<file path="config.mk">
export PLATFORM = sky130hd
export DESIGN_NAME = key_schedule_ctrl
export DESIGN_NICKNAME = d
export VERILOG_FILES = /design/src/rtl/key_schedule_ctrl.sv
export SDC_FILE = /design/constraint.sdc
export NUM_CORES = 2
export LEC_CHECK = 0
export CAP_MARGIN = 20
export CORE_MARGIN = 5
export CORE_UTILIZATION = 52
export CTS_CLUSTER_SIZE = 25
export DETAILED_ROUTE_END_ITERATION = 10
export PLACE_DENSITY = 0.75
export RECOVER_POWER = 25
export SYNTH_ARGS = -nofsm -noshare
export SYNTH_HDL_FRONTEND = slang
export SYNTH_SLANG_ARGS = --single-unit
</file>
<file path="constraint.sdc">
create_clock -name clk -period 11.9 [get_ports clk]
set_input_delay 2.38 -clock clk [delete_from_list [all_inputs] [get_ports clk]]
set_output_delay 2.38 -clock clk [all_outputs]
set_load 0.01 [all_outputs]
</file>
<file path="src/rtl/key_schedule_ctrl.sv">
// key_schedule_ctrl
//
// This block sequences one shared combinational keyexpand instance to build
// the full AES-128 round-key schedule, one expansion step per clock. Round 0
// is the cipher key itself, and rounds 1..NR are the expanded keys. Every
// round key is stored in a local key bank. The round datapath reads the bank
// through a registered read port.
//
// Ports:
//   clk         system clock, rising edge
//   reset       synchronous active-high reset
//   start       request expansion of key_in; only taken while ready=1
//   key_in      cipher key (round-0 key), byte15 in bits [127:120]
//   ready       idle and able to accept start
//   busy        expansion in progress
//   done        one-cycle pulse after the last round key is written
//   keys_valid  bank holds a complete schedule for the last accepted key
//   ke_key      key presented to the external keyexpand .key input
//   ke_rc       round index presented to the external keyexpand .rc input
//   ke_keyout   combinational result from the external keyexpand .keyout
//   rd_en       read strobe
//   rd_round    round index to read, 0..NR
//   rd_key      registered read data
//   rd_valid    high the cycle after rd_en
//   rd_err      with rd_valid: index out of range or no valid schedule

module key_schedule_ctrl #(
    parameter int unsigned NR = 10,
    parameter int unsigned KW = 128
) (
    input  logic          clk,
    input  logic          reset,
    input  logic          start,
    input  logic [KW-1:0] key_in,
    output logic          ready,
    output logic          busy,
    output logic          done,
    output logic          keys_valid,
    output logic [KW-1:0] ke_key,
    output logic [3:0]    ke_rc,
    input  logic [KW-1:0] ke_keyout,
    input  logic          rd_en,
    input  logic [3:0]    rd_round,
    output logic [KW-1:0] rd_key,
    output logic          rd_valid,
    output logic          rd_err
);

    typedef enum logic [0:0] {StIdle, StExpand} state_e;

    state_e        state_q, state_d;
    logic [3:0]    cnt_q;
    logic [KW-1:0] cur_q;
    logic          keys_valid_q;
    logic          done_q;
    logic [KW-1:0] rd_key_q;
    logic          rd_valid_q;
    logic          rd_err_q;
    logic [KW-1:0] bank [0:NR];

    logic accept;
    logic expanding;
    logic last_step;

    assign accept    = (state_q == StIdle) && start;
    assign expanding = (state_q == StExpand);
    assign last_step = expanding && (cnt_q == 4'(NR - 1));

    // State register
    always_ff @(posedge clk) begin
        if (reset) begin
            state_q <= StIdle;
        end else begin
            state_q <= state_d;
        end
    end

    // Next-state logic
    always_comb begin
        state_d = state_q;
        case (state_q)
            StIdle:   if (start)     state_d = StExpand;
            StExpand: if (last_step) state_d = StIdle;
            default:  state_d = StIdle;
        endcase
    end

    // Outputs. The keyexpand inputs are held at zero while idle so that the
    // shared instance does not toggle.
    always_comb begin
        ready      = (state_q == StIdle);
        busy       = expanding;
        done       = done_q;
        keys_valid = keys_valid_q;
        ke_key     = expanding ? cur_q : '0;
        ke_rc      = expanding ? cnt_q : 4'd0;
        rd_key     = rd_key_q;
        rd_valid   = rd_valid_q;
        rd_err     = rd_err_q;
    end

    // Expansion datapath
    always_ff @(posedge clk) begin
        if (reset) begin
            cnt_q        <= 4'd0;
            cur_q        <= '0;
            keys_valid_q <= 1'b0;
            done_q       <= 1'b0;
        end else begin
            done_q <= last_step;
            if (accept) begin
                cur_q        <= key_in;
                cnt_q        <= 4'd0;
                keys_valid_q <= 1'b0;
            end else if (expanding) begin
                cur_q <= ke_keyout;
                cnt_q <= cnt_q + 4'd1;
                if (last_step) begin
                    keys_valid_q <= 1'b1;
                end
            end
        end
    end

    // The key bank has no reset. While keys_valid is low, its contents cannot
    // be read.
    always_ff @(posedge clk) begin
        if (!reset) begin
            if (accept) begin
                bank[0] <= key_in;
            end else if (expanding) begin
                bank[cnt_q + 4'd1] <= ke_keyout;
            end
        end
    end

    // Read port. A read on the same edge as an accepted start still sees the
    // old keys_valid, so it returns the previous schedule.
    always_ff @(posedge clk) begin
        if (reset) begin
            rd_key_q   <= '0;
            rd_valid_q <= 1'b0;
            rd_err_q   <= 1'b0;
        end else begin
            rd_valid_q <= rd_en;
            if (rd_en) begin
                if ((rd_round <= 4'(NR)) && keys_valid_q) begin
                    rd_key_q <= bank[rd_round];
                    rd_err_q <= 1'b0;
                end else begin
                    rd_key_q <= '0;
                    rd_err_q <= 1'b1;
                end
            end
        end
    end

endmodule

</file>
# --- Word level (Yosys, flattened, before mapping) ---
# Memories as Yosys holds them, arrays and structs flattened.
# Cells that the tools add are included.
totals:
  ramBits: 1408
  elab_cells: 39
  register_bits: 265
  memories: 1
  inputBits: 264
memory_table:
  columns: ["memory", "depth", "word_bits", "rd", "rd_clocked_by_memory_dff", "write_ports", "line", "source"]
  rows:
  - ["bank", 11, 128, 1, 0, 1, "59", "logic [KW-1:0] bank [0:NR];"]
op_classes:
  n_bitwise: 1
  reduce_logical: 7
  n_mux: 19
  n_lt_le_gt_ge: 1
  eq_ne: 1
  n_addsub: 1
ops:
  columns: ["cell", "count"]
  rows:
  - ["2-to-1 mux 128 bit", 5]
  - ["OR reduction 128 bit", 1]
  - ["2-to-1 mux 1 bit", 11]
  - ["2-to-1 mux 4 bit", 2]
  - ["adder 4 x 1 -> 4 bit (second input constant)", 1]
  - ["equality test 4 bit (second input constant)", 1]
  - ["<= comparator 4 bit (second input constant)", 1]
  - ["logical AND 1 bit", 3]
  - ["one-hot mux 1 bit (2 select lines)", 1]
  - ["AND reduction 2 bit", 1]
  - ["nonzero test 2 bit", 1]
  - ["OR reduction 2 bit", 1]
  - ["NOT 1 bit", 1]

# --- Longest topological paths before layout ---
depth:
  word_depth: 7
  ltp_mapped: 8
  depth_no_buf: 5

# --- Worst setup path before layout ---
# OpenSTA, ideal clock, no wires.
synth_timing:
  kind: "in2reg"
  start: "input reset"
  end: "memory bank[5][0] (enable)"
  n_path_buf: 2
  required_ns: 11.128
  arrival_ns: 11.773
  slack_ns: -0.645
  stages: 5
  path_cell_list: "buf_2 -> nor2_1 -> clkbuf_1 -> nand3_1 -> nor3_1"
synth_via:
  elab_chain_cells: 4
synth_lines:
  columns: ["item", "line", "source"]
  rows:
  - ["start, declared", "32", "input logic reset,"]
  - ["2-to-1 mux 1 bit", "128", "if (!reset) begin"]
  - ["2-to-1 mux 1 bit (implied by the code)", "132", "bank[cnt_q + 4'd1] <= ke_keyout;"]
  - ["OR reduction 128 bit (no line)", null, null]
  - ["2-to-1 mux 4 bit (no line) / 2-to-1 mux 1 bit (equally long branches)", null, null]
  - ["end, declared", "59", null]
# Several ways; a longest one is shown, not always the timed one.

# --- Worst setup path after layout ---
layout_timing:
  start: "input reset"
  end: "memory bank[10][96] (data pin)"
layout_via:
  elab_chain_cells: 4
layout_lines:
  columns: ["item", "line"]
  rows:
  - ["2-to-1 mux 1 bit", "128"]
  - ["2-to-1 mux 1 bit (implied by the code)", "132"]
  - ["OR reduction 128 bit (no line)", null]
  - ["2-to-1 mux 128 bit (no line)", null]
# Every way passes these cells.

==> flow_metrics.tcl <==
set metrics [dict create \
    yosysTopAreaCell "edfxtp_1" \
    rsz0062_at_grt "false" \
    synth_cells 4493 \
    r2r-start "busy$_SDFF_PP0_" \
    powerDensity_nw_per_um2 160.5 \
    hpwl_um 85240 \
    reg2regPathDepth 7 \
    crit_fanout 79 \
    drv_slew 438 \
    cts_setup_buffers 0 \
    max_cap_violations 12 \
    irDropWorstVdd_mv 0.1354 \
    final.setup.worst_slack_ps 3222 \
    hold_slack_ps 482.8 \
    r2r-end "bank[10][96]$_DFFE_PP_" \
    yosysSeqAreaShare 0.7174 \
    synth_area_leaders "edfxtp_1, mux2i_1, dfxtp_1" \
    num_vias 39700 \
    setup-violations-final 0 \
    slew_headroom -2.355 \
    clk_path_buf_depth 3 \
    preCtsSetupSlack_ps 5570 \
    path_class "in -> reg" \
    grt_max_degree 196 \
    synthFlopType "edfxtp_1" \
    clock.fmax_mhz 115.2 \
    numClockSinks 1673 \
    power_mw 12.56 \
    drt-pass1-iter-count 5 \
    syn_area_per_cell_um2 14.76 \
    fin_nets 5196 \
    cts_htree_levels 4 \
    skew_ps 31.57 \
    drtIter0Drc 3974 \
    worstPathArrival_ps 9170 \
    hold_violations 0 \
    gp_congestion 0.7532 \
    core_um2 127200 \
    root_buffer "clkbuf_16" \
    yosysWarningCount 0 \
    fin_crit_ps 8678 \
    slowest_stage "clkbuf_1" \
    area_delta_synth_final_pct 18.01 \
    grt_first_pass_wirelength_um 246500 \
    synth.cell_area_um2 66330 \
    wl_um 165400 \
    drive_gt1_frac 0.08082 \
    async_reset_ff_frac 0 \
    crit_chain "clkbuf_1 -> nor2_4 -> clkbuf_1 -> buf_4 -> nand2_1 -> nand2_1" \
    fp-row-count 131 \
    cp_top_family "buffers and inverters" \
    hold_buffers 0 \
    syn_nets 4759 \
    violations "max-capacitance violations, max-slew violations" \
    cts_tree "built" \
    start_util 0.5215 \
    ant_nets 0 \
    dieArea_um2 134800 \
    min_to "rd_key[45]$_SDFFE_PP0P_" \
    wl_per_cell_um 24.55 \
    overflow 0 \
    critPathBufInv 3 \
    required_ps 12390 \
    layout_commonest_cell "edfxtp_1" \
    cts_resized 0 \
    synth-edff-count 1408 \
    synth_cell_types 42 \
    grtUsageTotal 0.2398 \
    regToRegSetupSlack_ps 5800 \
    numCtsBuffers 166 \
    status "finished with violations" \
    clkTransAtPathRegs_ps 60 \
    grt_pass1_vias 39620 \
    clk_latency_ps 770 \
    ys_ff_latch 1673 \
    worstHoldStart "rd_key[45]$_SDFFE_PP0P_" \
    antenna_found_initial 6 \
    critPathLaunchType "primary input" \
    numPortBuffers 529 \
    dieHeight_um 367.2 \
    tightest_slew_ps 5033 \
    period_share 0.7292 \
    synth.top_cell.area_share 0.6374 \
    end_kind "register" \
    final_core_util 0.6154 \
    num_io_pins 530 \
    die_w_um 367.2 \
    tns_ps 0 \
    crit_path_start "reset" \
    whs_path_depth 1 \
    drc 0 \
    final_cell_mix "edfxtp_1, mux2i_1, nand2_1" \
    hp-class "reg -> reg" \
    p_leak_nw 27.95 \
    viasPerCell 5.893 \
    slowest_delay_ps 2750 \
]
==> synth_stat cells (29+ instances only) <==
master	instances
clkbuf_1	176
a2111oi_0	105
mux2i_1	553
o21ai_0	123
nand2_1	516
edfxtp_1	1408
mux2_2	87
and2_1	130
buf_6	29
a22o_1	85
buf_2	77
a211oi_1	128
dfxtp_1	265
nor2b_1	132
a221o_1	128
a21oi_1	134
o22ai_1	44
nor2_1	276
==> sequential cells by signal, summed over array words and instances, names as in the netlist <==
signal and count:
busy 1, cnt_q 4, done 1, rd_err 1
keys_valid 1, rd_key 128, cur_q 128, bank 1408
rd_valid 1
==> per-layer routing <==
metal  track usage  wire (um)
met4       0.07719       4933
met5             0          0
met1        0.3305      68490
met3       0.04111      12130
met2        0.3927      79860
==> power by group <==
part           switching [mW]  internal, mW  total [mW]
Combinational           0.494         0.289       0.783
Clock                    2.18          3.07        5.26
Sequential             0.0282          6.49        6.52
==> per-stage QoR <==
step           cell area [um2]  cells
6_report                 78280   6737
5_1_grt                  78280   6736
4_1_cts                  78370   6735
3_5_place_dp             72850   6424
3_3_place_gp             72850   6424
2_1_floorplan            66350   4493
==> cell families (layout without fill, tap and decap cells) <==
| logic type | count (synthesis) | count (layout) | synth area share |
|---|---|---|---|
| other | 0 | 2 | 0 |
| buffers and inverters | 321 | 901 | 0.02460 |
| xor gates and xnor gates | 3 | 3 | 0.0003962 |
| AOI/OAI and AO/OA | 777 | 777 | 0.08726 |
| muxes | 641 | 641 | 0.09839 |
| and+or+nand+nor | 1076 | 1076 | 0.07162 |
| adders and majority gates | 2 | 2 | 0.0003772 |
| DFF | 1673 | 1673 | 0.7174 |
==> cell type report <==
type | count | area [um2]
multi-input combinational | 2499 | 17220
tap | 1662 | 2079
inverter | 4 | 15.01
antenna | 2 | 5.005
timing repair buffer | 586 | 5853
sequential | 1673 | 47590
fill | 9216 | 48910
clock buffer | 224 | 4598
clock inverter | 87 | 922.1
==> worst max-delay path by stage <==
stage | cells after the start | slack, ps | to
6_report | 6 | 3220 | bank[10][96]$_DFFE_PP_
5_1_grt | 6 | 2870 | bank[10][96]$_DFFE_PP_
4_1_cts | 4 | 5780 | ke_key[117]
3_5_place_dp | 8 | 5570 | rd_key[3]$_SDFFE_PP0P_
3_3_place_gp | 8 | 5680 | rd_key[4]$_SDFFE_PP0P_
2_1_floorplan | 5 | 2780 | bank[1][0]$_DFFE_PP_
Note: power is estimated with default switching activity, not from simulation.
